<file path="src/rtl/shift_pkg.sv">
// Shared encodings for the shift arbiter: op codes, holding-register states, bit reverse.
package shift_pkg;

   typedef enum logic [1:0] {
      SH_SLL  = 2'b00,
      SH_SRL  = 2'b01,
      SH_SRA  = 2'b10,
      SH_PASS = 2'b11
   } sh_op_e;

   typedef enum logic {
      ST_EMPTY = 1'b0,
      ST_FULL  = 1'b1
   } arb_state_e;

   function automatic logic [31:0] rev32(input logic [31:0] x);
      logic [31:0] r;
      for (int i = 0; i < 32; i++) begin
         r[i] = x[31-i];
      end
      return r;
   endfunction

endpackage

</file>
<file path="src/rtl/shift_arbiter_if.sv">
// Request/response channels of the two shifter clients; master = clients, slave = arbiter.
interface shift_arbiter_if;
   import shift_pkg::*;

   logic        req0_valid;
   logic        req0_ready;
   logic [31:0] req0_a;
   logic [4:0]  req0_amt;
   sh_op_e      req0_op;
   logic        req1_valid;
   logic        req1_ready;
   logic [31:0] req1_a;
   logic [4:0]  req1_amt;
   sh_op_e      req1_op;
   logic        rsp0_valid;
   logic        rsp0_ready;
   logic        rsp1_valid;
   logic        rsp1_ready;
   logic [31:0] rsp_data;

   modport master (
      output req0_valid, req0_a, req0_amt, req0_op,
      output req1_valid, req1_a, req1_amt, req1_op,
      output rsp0_ready, rsp1_ready,
      input  req0_ready, req1_ready, rsp0_valid, rsp1_valid, rsp_data
   );

   modport slave (
      input  req0_valid, req0_a, req0_amt, req0_op,
      input  req1_valid, req1_a, req1_amt, req1_op,
      input  rsp0_ready, rsp1_ready,
      output req0_ready, req1_ready, rsp0_valid, rsp1_valid, rsp_data
   );

endinterface

</file>
<file path="src/rtl/shift_arbiter_sll.sv">
// Combinational 32-bit logarithmic left shifter, five stages of 1/2/4/8/16.
module shift_arbiter_sll (
   output logic [31:0] out,
   input  logic [4:0]  shiftamt,
   input  logic [31:0] a
);

   logic [31:0] s0, s1, s2, s3;

   assign s0  = shiftamt[0] ? (a  << 1)  : a;
   assign s1  = shiftamt[1] ? (s0 << 2)  : s0;
   assign s2  = shiftamt[2] ? (s1 << 4)  : s1;
   assign s3  = shiftamt[3] ? (s2 << 8)  : s2;
   assign out = shiftamt[4] ? (s3 << 16) : s3;

endmodule

</file>
<file path="src/rtl/shift_arbiter.sv">
// Two-port arbiter for one shared shifter; result registered (1 cycle), single holding slot blocks both ports while owner stalls.
// SHIFT_ARB_RR_EN selects round-robin arbitration instead of fixed port-0 priority.
module shift_arbiter
   import shift_pkg::*;
(
   input  logic           clock,
   input  logic           reset_n,
   shift_arbiter_if.slave bus
);

   arb_state_e  state_q, state_d;
   logic        own_q, own_d;
   logic [31:0] data_q, data_d;

   logic        pri0, gnt0, gnt1;
   logic        owner_take, can_accept, accept;
   logic [31:0] sel_a, sh_in, sh_out, mask_out, srl_res, result;
   logic [4:0]  sel_amt;
   sh_op_e      sel_op;

`ifdef SHIFT_ARB_RR_EN
   logic ptr_q;

   assign pri0 = ~ptr_q;

   // After a grant the port that just won becomes the non-preferred one.
   always_ff @(posedge clock or negedge reset_n) begin
      if (!reset_n) begin
         ptr_q <= 1'b0;
      end else if (accept) begin
         ptr_q <= gnt0;
      end
   end
`else
   assign pri0 = 1'b1;
`endif

   assign gnt0 = bus.req0_valid & (~bus.req1_valid | pri0);
   assign gnt1 = bus.req1_valid & ~gnt0;

   assign owner_take = own_q ? bus.rsp1_ready : bus.rsp0_ready;
   assign can_accept = (state_q == ST_EMPTY) | owner_take;
   assign accept     = can_accept & (gnt0 | gnt1);

   assign bus.req0_ready = can_accept & gnt0;
   assign bus.req1_ready = can_accept & gnt1;

   assign sel_a   = gnt1 ? bus.req1_a   : bus.req0_a;
   assign sel_amt = gnt1 ? bus.req1_amt : bus.req0_amt;
   assign sel_op  = gnt1 ? bus.req1_op  : bus.req0_op;

   // Right shifts reuse the left shifter on the bit-reversed operand.
   assign sh_in = (sel_op == SH_SRL || sel_op == SH_SRA) ? rev32(sel_a) : sel_a;

   shift_arbiter_sll u_sll_data (
      .out      (sh_out),
      .shiftamt (sel_amt),
      .a        (sh_in)
   );

   shift_arbiter_sll u_sll_mask (
      .out      (mask_out),
      .shiftamt (sel_amt),
      .a        (32'hFFFF_FFFF)
   );

   assign srl_res = rev32(sh_out);

   always_comb begin
      result = sel_a;
      case (sel_op)
         SH_SLL:  result = sh_out;
         SH_SRL:  result = srl_res;
         SH_SRA:  result = srl_res | (sel_a[31] ? ~rev32(mask_out) : 32'h0);
         default: result = sel_a;
      endcase
   end

   always_comb begin
      state_d = state_q;
      own_d   = own_q;
      data_d  = data_q;
      if (accept) begin
         state_d = ST_FULL;
         own_d   = gnt1;
         data_d  = result;
      end else if (state_q == ST_FULL && owner_take) begin
         state_d = ST_EMPTY;
      end
   end

   always_ff @(posedge clock or negedge reset_n) begin
      if (!reset_n) begin
         state_q <= ST_EMPTY;
         own_q   <= 1'b0;
         data_q  <= 32'h0;
      end else begin
         state_q <= state_d;
         own_q   <= own_d;
         data_q  <= data_d;
      end
   end

   assign bus.rsp0_valid = (state_q == ST_FULL) & ~own_q;
   assign bus.rsp1_valid = (state_q == ST_FULL) &  own_q;
   assign bus.rsp_data   = data_q;

endmodule

</file>
<file path="src/flat_wrapper.sv">
// flat-port wrapper written by rule: the top's interface ports become plain ports
module shift_arbiter_flat import shift_pkg::*;
  (clock, reset_n, bus_req0_valid, bus_req0_a, bus_req0_amt, bus_req0_op, bus_req1_valid, bus_req1_a, bus_req1_amt, bus_req1_op, bus_rsp0_ready, bus_rsp1_ready, bus_req0_ready, bus_req1_ready, bus_rsp0_valid, bus_rsp1_valid, bus_rsp_data);
  shift_arbiter_if bus_i ();
  input  logic clock;
  input  logic reset_n;
  input wire logic [$bits(bus_i.req0_valid)-1:0] bus_req0_valid;
  input wire logic [$bits(bus_i.req0_a)-1:0] bus_req0_a;
  input wire logic [$bits(bus_i.req0_amt)-1:0] bus_req0_amt;
  input wire logic [$bits(bus_i.req0_op)-1:0] bus_req0_op;
  input wire logic [$bits(bus_i.req1_valid)-1:0] bus_req1_valid;
  input wire logic [$bits(bus_i.req1_a)-1:0] bus_req1_a;
  input wire logic [$bits(bus_i.req1_amt)-1:0] bus_req1_amt;
  input wire logic [$bits(bus_i.req1_op)-1:0] bus_req1_op;
  input wire logic [$bits(bus_i.rsp0_ready)-1:0] bus_rsp0_ready;
  input wire logic [$bits(bus_i.rsp1_ready)-1:0] bus_rsp1_ready;
  output wire logic [$bits(bus_i.req0_ready)-1:0] bus_req0_ready;
  output wire logic [$bits(bus_i.req1_ready)-1:0] bus_req1_ready;
  output wire logic [$bits(bus_i.rsp0_valid)-1:0] bus_rsp0_valid;
  output wire logic [$bits(bus_i.rsp1_valid)-1:0] bus_rsp1_valid;
  output wire logic [$bits(bus_i.rsp_data)-1:0] bus_rsp_data;
  assign bus_i.req0_valid = bus_req0_valid;
  assign bus_i.req0_a = bus_req0_a;
  assign bus_i.req0_amt = bus_req0_amt;
  assign bus_i.req0_op = bus_req0_op;
  assign bus_i.req1_valid = bus_req1_valid;
  assign bus_i.req1_a = bus_req1_a;
  assign bus_i.req1_amt = bus_req1_amt;
  assign bus_i.req1_op = bus_req1_op;
  assign bus_i.rsp0_ready = bus_rsp0_ready;
  assign bus_i.rsp1_ready = bus_rsp1_ready;
  assign bus_req0_ready = bus_i.req0_ready;
  assign bus_req1_ready = bus_i.req1_ready;
  assign bus_rsp0_valid = bus_i.rsp0_valid;
  assign bus_rsp1_valid = bus_i.rsp1_valid;
  assign bus_rsp_data = bus_i.rsp_data;
  shift_arbiter u_core (.clock(clock), .reset_n(reset_n), .bus(bus_i));
endmodule
</file>
<file path="config.mk">
export PLATFORM = sky130hd
export DESIGN_NAME = shift_arbiter_flat
export DESIGN_NICKNAME = d
export VERILOG_FILES = /design/src/rtl/shift_pkg.sv /design/src/rtl/shift_arbiter_if.sv /design/src/rtl/shift_arbiter_sll.sv /design/src/rtl/shift_arbiter.sv /design/src/flat_wrapper.sv
export SDC_FILE = /design/constraint.sdc
export NUM_CORES = 1
export LEC_CHECK = 0
export ABC_AREA = 1
export CORE_ASPECT_RATIO = 0.8
export CORE_MARGIN = 1.5
export CORE_UTILIZATION = 52
export CTS_CLUSTER_SIZE = 40
export DETAILED_ROUTE_END_ITERATION = 8
export PLACE_DENSITY_LB_ADDON = 0.1
export SLEW_MARGIN = 20
export SYNTH_ARGS = -nofsm -noshare
export SYNTH_HDL_FRONTEND = slang
export SYNTH_SLANG_ARGS = --single-unit
</file>
<file path="constraint.sdc">
create_clock -name clock -period 1.93 [get_ports clock]
set_input_delay 0.579 -clock clock [delete_from_list [all_inputs] [get_ports clock]]
set_output_delay 0.579 -clock clock [all_outputs]
set_load 0.02 [all_outputs]
</file>
==> results.md, run 1 <==
* Outcome: aborted with a tool error
* Stop stage: 5_1_grt
* Stop err: [ERROR GRT-0116] Global routing finished with congestion. Check the congestion regions in the DRC Viewer.
* Mapped Area at 0.00527 mm2
* Std cell rows at 32
* Area contributors post-synth: nand3_1, nand2_1, dfrtp_1, inv_1, o21ai_1
* GPL Wtd Cong at 1.25
* Yosys reg bits at 34
* Synth Net Count at 1077
* Root buffer cell: clkbuf_16
* Most common cell in the netlist: nand3_1
* Main synth FF type: dfrtp_1
* Number of CTS-inserted buffers at 5
* Post-synth top area cell: nand3_1
* Port buffer count at 119
* DIE WIDTH at 116 um
* Avg Cell Area, Syn at 5.32 um2
* H-Tree Depth at 2
* YS warnings at 0
* Mapped Cells at 989
* GRT Util Overall at 89.5%
* Largest net degree at the start of global routing at 35
* Synth cell count leaders: nand3_1, nand2_1, inv_1
* Seq/Total Area, Yosys at 16.2%
* Number of synthesized flops with an enable pin at 0
* Netlist cell types at 35
* Share of the synthesized area in the top cell type at 30.4%
* Detailed-placement wirelength estimate at 21300 um
* Ys async rst share at 100%
* Ports at 120
* Die Y at 93.0 um
* Initial Utilization at 54.1%
* Num Clock Sinks at 34
* First-pass GRT wire length at 72900 um
* Clk buf depth at 2
* Total grt overflow at 338
* Vias in the first global route at 12200
==> stage by stage <==
step / cell area (um2) / setup WS, ns / hold WS, ns / TNS (ns) / std cells
after floorplan: 5780 / -0.849 / 0.283 / -26.41 / 989
after global placement: 8200 / -1.46 / 0.461 / -46.27 / 1353
after detailed placement: 8200 / -1.58 / 0.465 / -49.80 / 1353
after CTS: 9460 / -0.746 / 0.480 / -21.75 / 1375
==> routing by layer <==
layer	GRT usage (%)	GRT overflow
met4	98.5	119
met2	106	194
met1	86.8	7
met3	71.9	17
met5	46.7	1
==> timing repair <==
| item | CTS |
|---|---|
| pin swaps | 74 |
| gates resized for setup | 243 |
| hold buffers | 0 |
| setup buffers | 14 |
| endpoints found under the setup margin | 37 |
| gates cloned | 2 |
==> kinds of logic after synthesis <==
logic type | count (synthesis) | synth area share, %
AOI/OAI and AO/OA | 119 | 12.7
adders and majority gates | 4 | 0.950
buffers and inverters | 140 | 11.3
DFF | 34 | 16.2
and+or+nand+nor | 692 | 58.9
==> inputs of run 2 (changes only) <==
CORE_ASPECT_RATIO = unset   (was 0.8)
CORE_UTILIZATION = 40   (was 52)
CTS_CLUSTER_SIZE = unset   (was 40)
PLACE_DENSITY_LB_ADDON = 0.15   (was 0.1)
==> run 2 against run 1 <==
The flow now finishes, with violations (setup timing). Synthesized area unchanged. Synthesized cell count unchanged.
==> results.md, run 2 <==
* Required time of the critical path at 2.15 ns
* DRC viols at 0
* Most common cell in the netlist: nand3_1 (unchanged)
* Outcome: finished with violations (was aborted with a tool error)
* Final core occ at 79.9%
* First-pass GRT wire length at 44000 um
* Num Clock Sinks at 34 (unchanged)
* Clock share of power at 12.5%
* Sequential cell fraction of total power at 14.8%
* Antenna-violating nets left at 0
* Ys async rst share at 100% (unchanged)
* Tmin final at 2.81 ns
* Detailed-placement wirelength estimate at 21600 um (was 21300 um)
* Fin worst setup slack at -0.879 ns
* Avg Cell Area, Syn at 5.32 um2 (unchanged)
* Startpoint types: input pin
* Largest net degree at the start of global routing at 35
* Initial Utilization at 41.4% (was 54.1%)
* WL met3 at 3740 um
* Finish-stage setup viols at 34
* Layout overhead on the synthesized area at 93.0%
* Final #Nets at 1328
* Number of flip-flops in the largest register at 32
* Number of synthesized flops with an enable pin at 0 (unchanged)
* Cell Pwr Density at 824 mW/mm2
* Final Cycle Share at 146%
* Clock Latency Late Sink at 0.28 ns
* Diode count at 0
* Max IR drop VDD at 0.604 mV
* Vias at 8933
* Seq/Total Area, Yosys at 16.2% (unchanged)
* Std cell rows at 41 (was 32)
* Max Fanout on Critical Path at 7
* Drt pass-1 iters at 9
* Vias in the first global route at 8170
* Synth cell count leaders: nand3_1, nand2_1, inv_1 (unchanged)
* Ports at 120 (unchanged)
* Netlist cell types at 35 (unchanged)
* Drt wl/cell at 22.4 um
* Share of layout cells above drive strength 1 at 41.8%
* Initial antenna violation count at 0
* # Max-Cap Violations at 0
* Yosys reg bits at 34 (unchanged)
* WS Path Type: in -> reg
* Logic pwr share at 72.6%
* H-Tree Depth at 2 (unchanged)
* Switching portion of total power at 49.4%
* Most common cell after layout, fill and taps aside: nand2_1
* Fin. Hold Viols at 0
* Slew Viols, Final at 0
* Top layer reached by signal wires: met4
* Main synth FF type: dfrtp_1 (unchanged)
* YS warnings at 0 (unchanged)
* HP Class: reg -> reg
* GPL Wtd Cong at 1.05 (was 1.25)
* DIE WIDTH at 118 um (was 116 um)
* Fmax at 356 MHz
* Psw at 0.00413 W
* TritonCTS clock tree: yes
* Failing checks: setup timing
* Hold Worst Slack at 0.476 ns
* Port buffer count at 119 (unchanged)
* Area contributors post-synth: nand3_1, nand2_1, dfrtp_1, inv_1, o21ai_1 (unchanged)
* Area post-placement at 0.00823 mm2 (was 0.00820 mm2)
* GRT Util Overall at 40.3%
* Root buffer cell: clkbuf_16 (unchanged)
* Final WL at 31700 um
* Core ar. at 0.0127 mm2
* Met1 WL at 11300 um
* Worst-margin pin slew at 0.569 ns
* Arr. time, crit path at 3.03 ns
* Clk slew on worst S/H paths at 0.06 ns
* Slew headroom at 61.9%
* Hold Buf Count CTS at 0 (unchanged)
* Finished Cell Area at 0.0102 mm2
* Total grt overflow at 0
* Via-per-instance ratio at 6.32
* Mapped Area at 0.00527 mm2 (unchanged)
* RSZ-0062 raised after global routing: true
* Initial detailed-routing violation count at 1114
* Synth Net Count at 1077 (unchanged)
* Worst Skew at 0.00522 ns
* Clk buf depth at 2 (unchanged)
* Post-synth top area cell: nand3_1 (unchanged)
* Cell Int Power at 0.00424 W
* Leakage at 4.70 nW
* Number of CTS-inserted buffers at 5 (unchanged)
* Die area at 0.0139 mm2
* Pre-CTS WS at -1.61 ns (was -1.58 ns)
* Die Y at 118 um (was 93.0 um)
* Wire length on met2 at 14200 um
* Setup crit end kind: flip-flop
* Share of the synthesized area in the top cell type at 30.4% (unchanged)
* Mapped Cells at 989 (unchanged)
* Commonest cells after routing, fill and taps aside: nand2_1, buf_4, nand3_2, nand3_1, clkdlybuf4s50_1
run 2: cell counts after synthesis:
Identical to the previous run, type by type.
run 2: stage by stage:
step / total power, W / TNS (ns) / std cells
finish: 0.00837 / -23.37 / 1413
global route: 0.00872 / -26.29 / 1413
CTS: 0.00776 / -19.14 / 1409
detailed placement: 0.00612 / -50.69 / 1391
global placement: 0.00606 / -49.73 / 1391
floorplan: 0.00375 / -26.41 / 989
run 2: power by group through the flow:
stage	clock, W	combinational (W)	sequential, W
after floorplan	0	0.00216	0.00159
after global placement	0	0.00484	0.00122
after detailed placement	0	0.00488	0.00124
after CTS	0.00105	0.00547	0.00124
after global routing	0.00107	0.00637	0.00128
final	0.00105	0.00608	0.00124
run 2: metal layers:
layer  global-route usage [%]  vias up
li1                         -     3876
met1                     50.5     4072
met2                     65.6      760
met3                     6.40      225
met4                     23.0        0
met5                        0        -
run 2: cell type report:
class	count	area, um2
Multi-Input combinational cell	815	5720
Timing Repair Buffer	307	2850
Fill cell	881	2560
Sequential cell	34	851
Inverter	76	317
Tap cell	172	215
Clock buffer	5	125
Clock inverter	3	68.8
Timing Repair inverter	1	16.3
run 2: kinds of logic (layout without fill, tap and decap cells):
| kind of cell | Yosys count | count (layout) | synth area share, % |
|---|---|---|---|
| adder cells (fa/ha/maj) | 4 | 4 | 0.950 |
| AO/OA/AOI/OAI | 119 | 119 | 12.7 |
| AND/OR/NAND/NOR | 692 | 692 | 58.9 |
| flip-flops | 34 | 34 | 16.2 |
| buffers and inverters | 140 | 392 | 11.3 |
run 2: final timing paths:
| kind | depth (start not counted) | slack [ns] | to | startpoint |
|---|---|---|---|---|
| setup reg to reg | 9 | -0.04 | u_core.bus.rsp_data[13] | u_core.own_q |
| max in group asynchronous | 2 | 0.93 | u_core.bus.rsp_data[10] | reset_n |
| hold reg to reg | 2 | 0.48 | u_core.bus.rsp_data[2] | u_core.bus.rsp_data[2] |
| hold / removal | 2 | 0.48 | u_core.bus.rsp_data[2] | u_core.bus.rsp_data[2] |
| setup / recovery | 20 | -0.88 | u_core.bus.rsp_data[24] | bus_req1_valid |
| min in group asynchronous | 2 | 0.69 | u_core.bus.rsp_data[4] | reset_n |
run 2: timing repair:
item,in CTS,in global routing
setup buffers,8,3
hold endpoints to repair,0,0
gates cloned,2,2
setup endpoints to repair,37,34
resized for setup,236,116
pin swaps,48,42
run 2: worst max-delay path, stage by stage:
cell     delay, ns
buf_8         0.10
inv_4         0.05
nor2_4        0.03
or2_4         0.24
o21ai_4       0.08
inv_2         0.06
ha_4          0.34
buf_12        0.16
nand3_2       0.14
nand3_2       0.14
nand3_1       0.28
nand3_1       0.20
nand2_1       0.08
inv_1         0.06
nand2_1       0.04
inv_1         0.07
nand2_2       0.08
o21ai_2       0.13
nand3_1       0.08
nand2_1       0.06
Power figures use the tool's default switching activity.
